### src/rtl/serial_sub_if.sv
// serial_sub_if: operand/result bundle for the bit-serial subtractor.
// master drives the request, slave returns the framed result.
interface serial_sub_if #(
  parameter int WIDTH = 8
);
  logic             start;
  logic [WIDTH-1:0] a;
  logic [WIDTH-1:0] b;
  logic             bin;
  logic [WIDTH-1:0] d;
  logic             bout;
  logic             busy;
  logic             done;

  modport master (
    output start, a, b, bin,
    input  d, bout, busy, done
  );

  modport slave (
    input  start, a, b, bin,
    output d, bout, busy, done
  );
endinterface

### src/rtl/serial_sub.sv
// serial_sub: bit-serial d = a - b - bin, LSB first, one bit per clock.
// Borrow flop carries between bits; start/busy/done frames each op.
module serial_sub #(
  parameter int WIDTH = 8
) (
  input  logic       clk,
  input  logic       rst,
  serial_sub_if.slave io
);
  localparam int CW = (WIDTH > 2) ? $clog2(WIDTH) : 1;

  typedef enum logic [1:0] {
    IDLE = 2'd0,
    RUN  = 2'd1,
    FIN  = 2'd2
  } state_t;

  state_t           state;
  state_t           state_nx;
  logic [WIDTH-1:0] ra;
  logic [WIDTH-1:0] rb;
  logic [WIDTH-1:0] rd;
  logic [WIDTH-1:0] rd_nx;
  logic [WIDTH-1:0] d_q;
  logic             bout_q;
  logic             br;
  logic             br_nx;
  logic [CW-1:0]    cnt;
  logic             a0;
  logic             b0;
  logic             dbit;
  logic             last;
  logic             load;
  logic             step;

  // One full-subtractor slice on the current LSBs plus the borrow flop.
  always_comb begin
    a0    = ra[0];
    b0    = rb[0];
    dbit  = a0 ^ b0 ^ br;
    br_nx = (~a0 & b0) | (~(a0 ^ b0) & br);
    rd_nx = {dbit, rd[WIDTH-1:1]};
    last  = (cnt == CW'(WIDTH - 1));
  end

  // Next-state and datapath enables; start only counts in IDLE/FIN.
  always_comb begin
    state_nx = state;
    load     = 1'b0;
    step     = 1'b0;
    unique case (state)
      IDLE: begin
        if (io.start) begin
          load     = 1'b1;
          state_nx = RUN;
        end
      end
      RUN: begin
        step = 1'b1;
        if (last) begin
          state_nx = FIN;
        end
      end
      FIN: begin
        if (io.start) begin
          load     = 1'b1;
          state_nx = RUN;
        end else begin
          state_nx = IDLE;
        end
      end
      default: begin
        state_nx = IDLE;
      end
    endcase
  end

  // State register; reset drops any in-flight op without a done pulse.
  always_ff @(posedge clk) begin
    if (rst) begin
      state <= IDLE;
    end else begin
      state <= state_nx;
    end
  end

  // Operand shifters, borrow flop, bit counter and result shifter.
  always_ff @(posedge clk) begin
    if (rst) begin
      ra  <= '0;
      rb  <= '0;
      rd  <= '0;
      br  <= 1'b0;
      cnt <= '0;
    end else if (load) begin
      ra  <= io.a;
      rb  <= io.b;
      br  <= io.bin;
      cnt <= '0;
    end else if (step) begin
      ra  <= ra >> 1;
      rb  <= rb >> 1;
      rd  <= rd_nx;
      br  <= br_nx;
      cnt <= cnt + CW'(1);
    end
  end

  // Result holds from the completion edge until the next one.
  always_ff @(posedge clk) begin
    if (rst) begin
      d_q    <= '0;
      bout_q <= 1'b0;
    end else if (step && last) begin
      d_q    <= rd_nx;
      bout_q <= br_nx;
    end
  end

  assign io.d    = d_q;
  assign io.bout = bout_q;
  assign io.busy = (state == RUN);
  assign io.done = (state == FIN);
endmodule

### src/flat_wrapper.sv
// flat-port wrapper written by rule: the top's interface ports become plain ports
module serial_sub_flat 
#(
  parameter int WIDTH = 8
)
  (clk, rst, io_start, io_a, io_b, io_bin, io_d, io_bout, io_busy, io_done);
  serial_sub_if #(.WIDTH(WIDTH)) io_i ();
  input  logic clk;
  input  logic rst;
  input wire logic [$bits(io_i.start)-1:0] io_start;
  input wire logic [$bits(io_i.a)-1:0] io_a;
  input wire logic [$bits(io_i.b)-1:0] io_b;
  input wire logic [$bits(io_i.bin)-1:0] io_bin;
  output wire logic [$bits(io_i.d)-1:0] io_d;
  output wire logic [$bits(io_i.bout)-1:0] io_bout;
  output wire logic [$bits(io_i.busy)-1:0] io_busy;
  output wire logic [$bits(io_i.done)-1:0] io_done;
  assign io_i.start = io_start;
  assign io_i.a = io_a;
  assign io_i.b = io_b;
  assign io_i.bin = io_bin;
  assign io_d = io_i.d;
  assign io_bout = io_i.bout;
  assign io_busy = io_i.busy;
  assign io_done = io_i.done;
  serial_sub #(.WIDTH(WIDTH)) u_core (.clk(clk), .rst(rst), .io(io_i));
endmodule
### config.mk
export PLATFORM = sky130hd
export DESIGN_NAME = serial_sub_flat
export DESIGN_NICKNAME = d
export VERILOG_FILES = /design/src/rtl/serial_sub_if.sv /design/src/rtl/serial_sub.sv /design/src/flat_wrapper.sv
export SDC_FILE = /design/constraint.sdc
export NUM_CORES = 1
export LEC_CHECK = 0
export BUFFER_PORTS_ARGS = -buffer_cell sky130_fd_sc_hd__buf_2
export CAP_MARGIN = 40
export CORE_ASPECT_RATIO = 1.1
export CORE_MARGIN = 2
export CORE_UTILIZATION = 45
export DETAILED_ROUTE_END_ITERATION = 10
export PLACE_DENSITY_LB_ADDON = 0.12
export SETUP_SLACK_MARGIN = 0.5
export SLEW_MARGIN = 25
export SYNTH_ARGS = -nofsm -noshare
export SYNTH_HDL_FRONTEND = slang
export SYNTH_SLANG_ARGS = --single-unit
### constraint.sdc
create_clock -name clk -period 1.54 [get_ports clk]
set_clock_uncertainty 0.05 [all_clocks]
set_input_delay 0.154 -clock clk [delete_from_list [all_inputs] [get_ports clk]]
set_output_delay 0.154 -clock clk [all_outputs]
set_load 0.03 [all_outputs]
Word level (Yosys, flattened, before mapping). Index checks and enable logic that the tools add are counted.

Reductions and logical operators: 7. Equality and inequality tests: 5. Mux-type cells: 13. Add/subtract/negate cells: 1. Bitwise logic cells: 8.

Operators by type and width (number): 2-to-1 mux 8 bit (4); 2-to-1 mux 1 bit (6); case mux 2 bit (3 select lines) (1); 2-to-1 mux 2 bit (2); AND reduction 2 bit (2); OR reduction 2 bit (2); adder 3 x 1 -> 3 bit, second input constant (1); == test 3 bit, second input constant (1); NOT 1 bit (3); AND 1 bit (2); == test 2 x 1 -> 1 bit, second input constant (1); == test 2 bit, second input constant (1); zero test 2 bit (1); != test 2 x 1 -> 1 bit, second input constant (1); != test 2 bit, second input constant (1); nonzero test 2 bit (1); bitwise XOR 1 bit (2); logical AND 1 bit (1); bitwise OR 1 bit (1).

Flip-flop bits (word level): 39. Logic and storage cells: 42.

Logic depth before layout (Yosys ltp). Gate-level depths: netlist of run 1.

Depth in word-level cells: 6. Gate-level depth with buffers: 7. Depth with buffers taken out: 5.

Worst setup path before layout of run 1. Ideal clock, no wire load.

Path type: reg-to-reg. From: register u_core.rb[0]. To: register u_core.br. Stages on the path, launching flop included: 4. Arrival time: 1089 ps. Path slack: 298 ps. Path buffers: 0. Path through: dfxtp_1 > inv_1 > fa_1 > a2111oi_2.

Longest elaborated chain between the ends: 6.

RTL lines: start, declared (RTL line serial_sub.sv:21) `logic [WIDTH-1:0] rb;`; start signal, assigned (RTL line serial_sub.sv:97) `rb <= io.b;`; start signal, assigned (RTL line serial_sub.sv:102) `rb <= rb >> 1;`; bitwise XOR 1 bit (RTL line serial_sub.sv:41) `br_nx = (~a0 & b0) | (~(a0 ^ b0) & br);`; NOT 1 bit (RTL line serial_sub.sv:41); AND 1 bit (RTL line serial_sub.sv:41); bitwise OR 1 bit (*) (RTL line serial_sub.sv:41); 2-to-1 mux 1 bit (*) (RTL line serial_sub.sv:100) `end else if (step) begin`; 2-to-1 mux 1 bit (*) (RTL line serial_sub.sv:95) `end else if (load) begin`; end signal, assigned (RTL line serial_sub.sv:98) `br <= io.bin;`; end signal, assigned (RTL line serial_sub.sv:104) `br <= br_nx;`; end, declared (RTL line serial_sub.sv:26) `logic br;`.

Every way passes the cells marked *; elsewhere a longest branch is shown, timed or not. The select of a mux whose other input is x is not followed. A chain may end at the register's enable or synchronous reset.

Worst setup path after layout of run 1.
From: register u_core.br. To: register u_core.rd[7].

Longest elaborated chain between the ends: 1.

RTL lines: bitwise XOR 1 bit (RTL line serial_sub.sv:40) `dbit = a0 ^ b0 ^ br;`; via u_core.dbit (RTL line serial_sub.sv:31) `logic dbit;`; end signal, assigned (RTL line serial_sub.sv:103) `rd <= rd_nx;`; end, declared (RTL line serial_sub.sv:22) `logic [WIDTH-1:0] rd;`.

The timed path passes the listed nets, and every way through them passes these cells.

==> results of run 1 <==
[final timing paths]
kind	from	endpoint	slack, ns	depth (start not counted)
worst max-delay path	u_core.br$_SDFFE_PP0P_	u_core.rd[7]$_SDFFE_PP0P_	0.22	4
worst min-delay path	io_b[2]	u_core.rb[2]$_SDFFE_PP0P_	0.04	3
worst min register to register	u_core.rd[1]$_SDFFE_PP0P_	u_core.rd[1]$_SDFFE_PP0P_	0.42	2
worst max register to register	u_core.br$_SDFFE_PP0P_	u_core.rd[7]$_SDFFE_PP0P_	0.22	4
[kinds of logic after synthesis]
kind of cell	Yosys count	synth area share (%)
AOI/OAI and AO/OA	35	15.5
DFF	38	48.7
muxes	3	1.92
xor gates and xnor gates	1	0.561
and+or+nand+nor	80	22.1
adders and majority gates	3	2.88
buffers and inverters	19	8.33
[layout by cell type, fill, tap and decap left out, drive strengths merged, types with 4 or more instances in the layout]
master | Yosys | final
nor3 | 15 | 15
dfxtp | 38 | 38
nand2 | 39 | 39
a21oi | 18 | 18
clkbuf | 3 | 10
buf | 13 | 58
nor2 | 11 | 11
a311oi | 9 | 9
inv | 3 | 4
nand3 | 10 | 10
o22ai | 5 | 5
[report_power, final]
group          total [mW]  leakage (nW)  internal (mW)  switching (mW)
registers            1.08         0.318           1.03          0.0453
logic               0.455         0.595          0.224           0.231
clock network       0.497        0.0265          0.182           0.315
total                2.03         0.939           1.44           0.591
[tightest hold or removal path, cell delays in order]
cell and delay (ns):
buf_2 0.10, nor2_1 0.09, a311oi_1 0.05
[layer usage]
metal,global-route usage [%],vias to the layer above
met5,0,-
met4,7.50,0
met3,3.52,13
met2,36.0,42
met1,27.7,753
li1,-,743
[cell type report]
type | count | share of cell area, %
inverter | 3 | 0.990
multi-input combinational | 124 | 38.4
timing repair buffer | 61 | 22.5
tap | 48 | 2.50
sequential | 38 | 32.6
clock buffer | 8 | 2.03
timing repair inverter | 2 | 1.04
[synth_stat cells]
master | instances | area share [%]
nand2_1 | 39 | 9.4
dfxtp_1 | 38 | 49
a21oi_1 | 18 | 5.8
nor3_1 | 15 | 4.8
nor2_1 | 11 | 2.6
nand3_1 | 10 | 3.2
a311oi_1 | 7 | 3.9
buf_2 | 6 | 1.9
o22ai_1 | 5 | 2.0
buf_6 | 4 | 2.9
clkbuf_1 | 3 | 0.72
mux2i_1 | 3 | 1.9
a311oi_2 | 2 | 1.9
buf_4 | 2 | 0.96
ha_1 | 2 | 1.6
inv_1 | 2 | 0.48
nand2b_1 | 2 | 0.80
nor2b_1 | 2 | 0.80
a2111oi_2 | 1 | 0.96
a22oi_1 | 1 | 0.48
buf_8 | 1 | 0.96
fa_1 | 1 | 1.3
inv_4 | 1 | 0.40
nand3b_1 | 1 | 0.48
o21a_1 | 1 | 0.48
xnor2_1 | 1 | 0.56
[what timing repair did]
action | in CTS | in global routing
hold endpoints to repair | 1 | 0
pin swaps | 4 | 22
gates resized for setup | 43 | 34
setup buffers | 8 | 14
endpoints found under the setup margin | 49 | 49
hold buffers | 1 | 0
cloned | 3 | 4
[state kept, by name, summed over array words and instances, names as in the netlist]
| register | flops |
|---|---|
| u_core.br | 1 |
| u_core.cnt | 3 |
| u_core.io.bout | 1 |
| u_core.io.d | 8 |
| u_core.ra | 8 |
| u_core.rb | 8 |
| u_core.rd | 7 |
| u_core.state | 2 |
==> metrics.md, run 1 <==
| Metric | Value |
|---|---|
| Flip-flop and latch area | 782 um2 |
| Ant. Diodes | 0 |
| Share of layout cells above drive strength 1 | 54.7% |
| TritonRoute pass-1 iters | 4 |
| Via count | 1,551 |
| Pleak | 0.939 nW |
| Synthesized area | 1560 um2 |
| DP Worst Slack | 0.164 ns |
| Post-Syn Instances | 179 |
| Avg Vias per Cell | 5.46 |
| First-pass GRT wire length | 6.41 mm |
| Area of the multi-input gates | 922 um2 |
| Iteration-0 DRC Markers | 63 |
| PortBufs | 30 |
| Sum Neg Setup Slack | 0 ns |
| WP buf/inv | 1 |
| # rows | 22 |
| Number of filler instances in the final layout | 269 |
| CTS tree | built |
| Root buffer cell | clkbuf_4 |
| Required @ worst endpoint | 1.78 ns |
| Post-synthesis sequential area ratio | 48.7% |
| Vias in the first global route | 1,372 |
| Worst Path Arrival | 1.56 ns |
| Syn nets | 202 |
| FF+latch count, synth | 38 |
| M1 WL | 1.91 mm |
| Rel. slew slack | 71.6% |
| Cells after DPL | 246 |
| Final WS setup | 0.221 ns |
| Hpwl dp | 2.21 mm |
| Hold Fails Final Rpt | 0 |
| Fin cells | 284 |
| Core area | 3330 um2 |
| Global route overflow | 0 |
| Total CTS buffers | 5 |
| Endpoint class of the critical path | register |
| Syn-to-layout area delta | 53.7% |
| RSZ-0062 raised after global routing | true |
| DRT Wirelength | 4.65 mm |
| Final Setup Violations | 0 |
| Worst path max stage delay | 0.60 ns |
| Tmin final | 1.32 ns |
| Synthesized area per cell | 8.73 um2 |
| MaxCap Viol Count | 0 |
| Die footprint | 3960 um2 |
| Slew Viols, Final | 0 |
| DR WL met2 | 2.45 mm |
| Slowest-stage cell, CP | fa_2 |
| Die Ht | 65.8 um |
| Critical Path Source Type | register |
| Final Cycle Share | 85.6% |
| Worst-Skew Late Latency | 0.35 ns |
| Die X-Extent | 60.2 um |
| VDD IR max | 0.607 mV |
| Tot Pwr | 2.03 mW |
| Pin count of the biggest net entering global routing | 24 |
| Starting density of the core | 46.9% |
| Finished Cell Area | 2400 um2 |
| Yosys cell types | 26 |
| P per Cell Area | 845 nW/um2 |
| Run status | finished clean |
| WS Path Type | register to register |
| CTS H-tree lvls | 2 |
| DR WL met3 | 158 um |
| Fmax | 758 MHz |
| Final Wtd Congestion | 0.771 |
| Clk slew on worst S/H paths | 0.11 ns |
| Worst-path cell chain | inv_2, fa_2, nand2_2, a21oi_2 |
| Worst hold path class | primary input to register |
| Worst slew pin tran | 0.425 ns |
| Initial antenna violation count | 0 |
| Ports | 31 |
| Placed Instance Area | 1810 um2 |
| Crit path max-delay family | adder cells |
| Worst hold slack | 0.0442 ns |
| Gr usage total | 21.6% |
| Critical path fanouts, max | 2 |
| Final nets | 258 |
| Maximum clock path buffer count | 2 |
| CTS sink cnt | 38 |
| Top sig layer | met4 |
| Finished Core Util | 72.1% |
| # DRC | 0 |
| Routed WL per cell | 16.4 um |
| Synth warn | 0 |
| Post-route ant nets | 0 |
(Power assumes the default switching activity.)
==> inputs of run 2 (changes only) <==
- ABC_AREA: default -> 1
- CTS_CLUSTER_SIZE: default -> 20
==> run 2 against run 1 <==
Compared with the run above: sequential power about the same; setup slack improved by 0.076 ns; cell area increased by 7.2%; highest routed layer unchanged; combinational power increased by 7.9%; via count increased by 2.4%; critical endpoint is now io_busy.
==> metrics.md, run 2 <==
| Metric | Value |
|---|---|
| Power share of the combinational group | 20.3% |
| Post-synthesis sequential area ratio | 42.5% |
| Synth warn | 0 |
| Finished Core Util | 66.0% |
| Final Setup Violations | 0 |
| Hold path depth | 3 |
| CTS sink cnt | 38 |
| First-pass GRT wire length | 6.17 mm |
| Primary FF master, synth | dfxtp_1 |
| Synth top area cells | dfxtp_1 42%, nand2_1 9.0%, nor2_1 8.6% |
| Power share of the sequential group | 45.0% |
| # rows | 24 |
| DP Worst Slack | 0.269 ns |
| Worst path max stage delay | 0.43 ns |
| # DRC | 0 |
| EDFF count, synth | 0 |
| Net Sw Frac | 28.2% |
| Hpwl dp | 2.33 mm |
| Run status | finished clean |
| Clock group share of total power | 34.7% |
| Final nets | 308 |
| Worst-path cell chain | inv_8, nor2_4, buf_6 |
| Worst hold path class | primary input to register |
| Synth area leader | dfxtp_1 |
| Most frequent cells after synthesis | 43 x nand2_1, 41 x nor2_1, 38 x dfxtp_1 |
| Maximum clock path buffer count | 2 |
| Critical path fanouts, max | 6 |
| Root buffer cell | clkbuf_8 |
| Syn nets | 257 |
| Pleak | 1.20 nW |
| Critical R2R Launch | u_core.state[0]$_SDFFE_PP0P_ |
| Placed Instance Area | 2020 um2 |
| Global route overflow | 0 |
| Sum Neg Setup Slack | 0 ns |
| Iteration-0 DRC Markers | 100 |
| Tot Pwr | 2.42 mW |
| CTS H-tree lvls | 2 |
| Final WS setup | 0.297 ns |
| Die Ht | 70.2 um |
| Slew Viols, Final | 0 |
| Synthesized area | 1790 um2 |
| Top-area cell type share of the netlist area | 42.5% |
| Core area | 3900 um2 |
| Post-route ant nets | 0 |
| Worst hold slack | 0.0282 ns |
| Total CTS buffers | 5 |
| DRT Wirelength | 4.07 mm |
| Die footprint | 4500 um2 |
| Via count | 1,588 |
| Most frequent cells in the layout | 36 x nor2_1, 31 x dfxtp_1, 26 x inv_1, 26 x nand2_1, 20 x buf_2 |
| Required @ worst endpoint | 1.34 ns |
| Worst hold endpoint | u_core.ra[7]$_SDFFE_PP0P_ |
| MaxCap Viol Count | 0 |
| Fmax | 805 MHz |
| Yosys cell types | 27 |
| P per Cell Area | 940 nW/um2 |
| Synthesized area per cell | 7.66 um2 |
| Gr usage total | 17.9% |
| Share of flip-flops with an asynchronous set or reset | 0% |
| Most common cell after layout, fill and taps aside | nor2_1 |
| Cells after DPL | 311 |
| Ant. Diodes | 0 |
| CTS tree | built |
| FF-to-FF setup slack | 0.31 ns |
| Ports | 31 |
| Worst-Skew Late Latency | 0.29 ns |
| Hold Fails Final Rpt | 0 |
| Count leader, synth | nand2_1 |
| Worst slew pin tran | 0.375 ns |
| Vias in the first global route | 1,394 |
| VDD IR max | 0.617 mV |
| Final Cycle Share | 80.7% |
| Pin count of the biggest net entering global routing | 23 |
| Finished Cell Area | 2580 um2 |
| Clk slew on worst S/H paths | 0.08 ns |
| Routed WL per cell | 12.1 um |
| Worst Path Arrival | 1.04 ns |
| Int Pwr | 1.74 mW |
| Die X-Extent | 64.2 um |
| Syn-to-layout area delta | 43.8% |
| Worst r2r path cells | 8 |
| Hold path start | io_a[7] |
| Critical Path Source Type | register |
| Fin cells | 338 |
| TritonRoute pass-1 iters | 4 |
| Final Wtd Congestion | 0.716 |
| Rel. slew slack | 75.0% |
| FF+latch count, synth | 38 |
| Starting density of the core | 45.9% |
| Share of layout cells above drive strength 1 | 45.8% |
| Post-Syn Instances | 234 |
| Number of filler instances in the final layout | 350 |
| Slowest-stage cell, CP | dfxtp_4 |
| WS Path Type | register to primary output |
| Endpoint class of the critical path | primary output |
| Avg Vias per Cell | 4.70 |
| Worst R2R End | u_core.ra[5]$_SDFFE_PP0P_ |
| Tmin final | 1.24 ns |
| RSZ-0062 raised after global routing | true |
| PortBufs | 30 |
| Sw power | 684 uW |
| Initial antenna violation count | 0 |
==> run 2: worst max path at each step <==
stage                                 startpoint                   endpoint  slack, ns  depth (start not counted)
floorplan                 u_core.br$_SDFFE_PP0P_  u_core.rd[7]$_SDFFE_PP0P_       0.41                          4
global placement    u_core.state[0]$_SDFFE_PP0P_  u_core.ra[2]$_SDFFE_PP0P_       0.29                          7
finish              u_core.state[0]$_SDFFE_PP0P_                    io_busy       0.30                          3
global route        u_core.state[0]$_SDFFE_PP0P_  u_core.ra[5]$_SDFFE_PP0P_       0.24                          8
CTS                 u_core.state[0]$_SDFFE_PP0P_                    io_busy       0.32                          3
detailed placement  u_core.state[0]$_SDFFE_PP0P_  u_core.ra[0]$_SDFFE_PP0P_       0.27                          7
==> run 2: cell type report <==
type / instances / area, um2 / share of cell area [%]
timing repair buffer: 49 / 419 / 16.3
multi-input combinational: 157 / 1050 / 40.6
clock inverter: 3 / 40.0 / 1.55
sequential: 38 / 774 / 30.1
inverter: 34 / 163 / 6.31
clock buffer: 5 / 68.8 / 2.67
tap: 52 / 65.1 / 2.53
==> run 2: repair_timing <==
item,in CTS,in global routing
endpoints found under the setup margin,45,47
gates resized for setup,31,58
buffers inserted,14,1
pin swaps,10,24
hold buffers,0,0
gates cloned,3,1
==> run 2: worst max-delay path: cells and delay by family, from the launching register on <==
kind / cells / cell delay (ns)
flops: 1 / 0.43
buf+inv: 2 / 0.19
simple gates: 1 / 0.11
==> run 2: power groups by stage <==
stage	logic, mW	clock network [mW]	registers, mW
5_1_grt	0.542	0.895	1.10
3_3_place_gp	0.316	0	1.11
6_report	0.491	0.841	1.09
3_5_place_dp	0.318	0	1.11
2_1_floorplan	0.279	0	1.09
4_1_cts	0.415	0.868	1.08
==> run 2: logic make-up after synthesis <==
group,share of synthesized area (%)
simple gates,30.9
buf+inv,12.8
flops,42.5
compound gates,10.8
fa+ha+maj,2.51
xor+xnor,0.489
==> run 2: per-layer routing <==
metal	up-vias	routed length, um	global-route usage (%)	share of wire, %
met3	5	155	5.48	3.8
met5	-	0	0	0
met2	33	1900	27.5	47
met1	716	1940	22.4	48
li1	834	-	-	-
met4	0	72	9.46	1.8
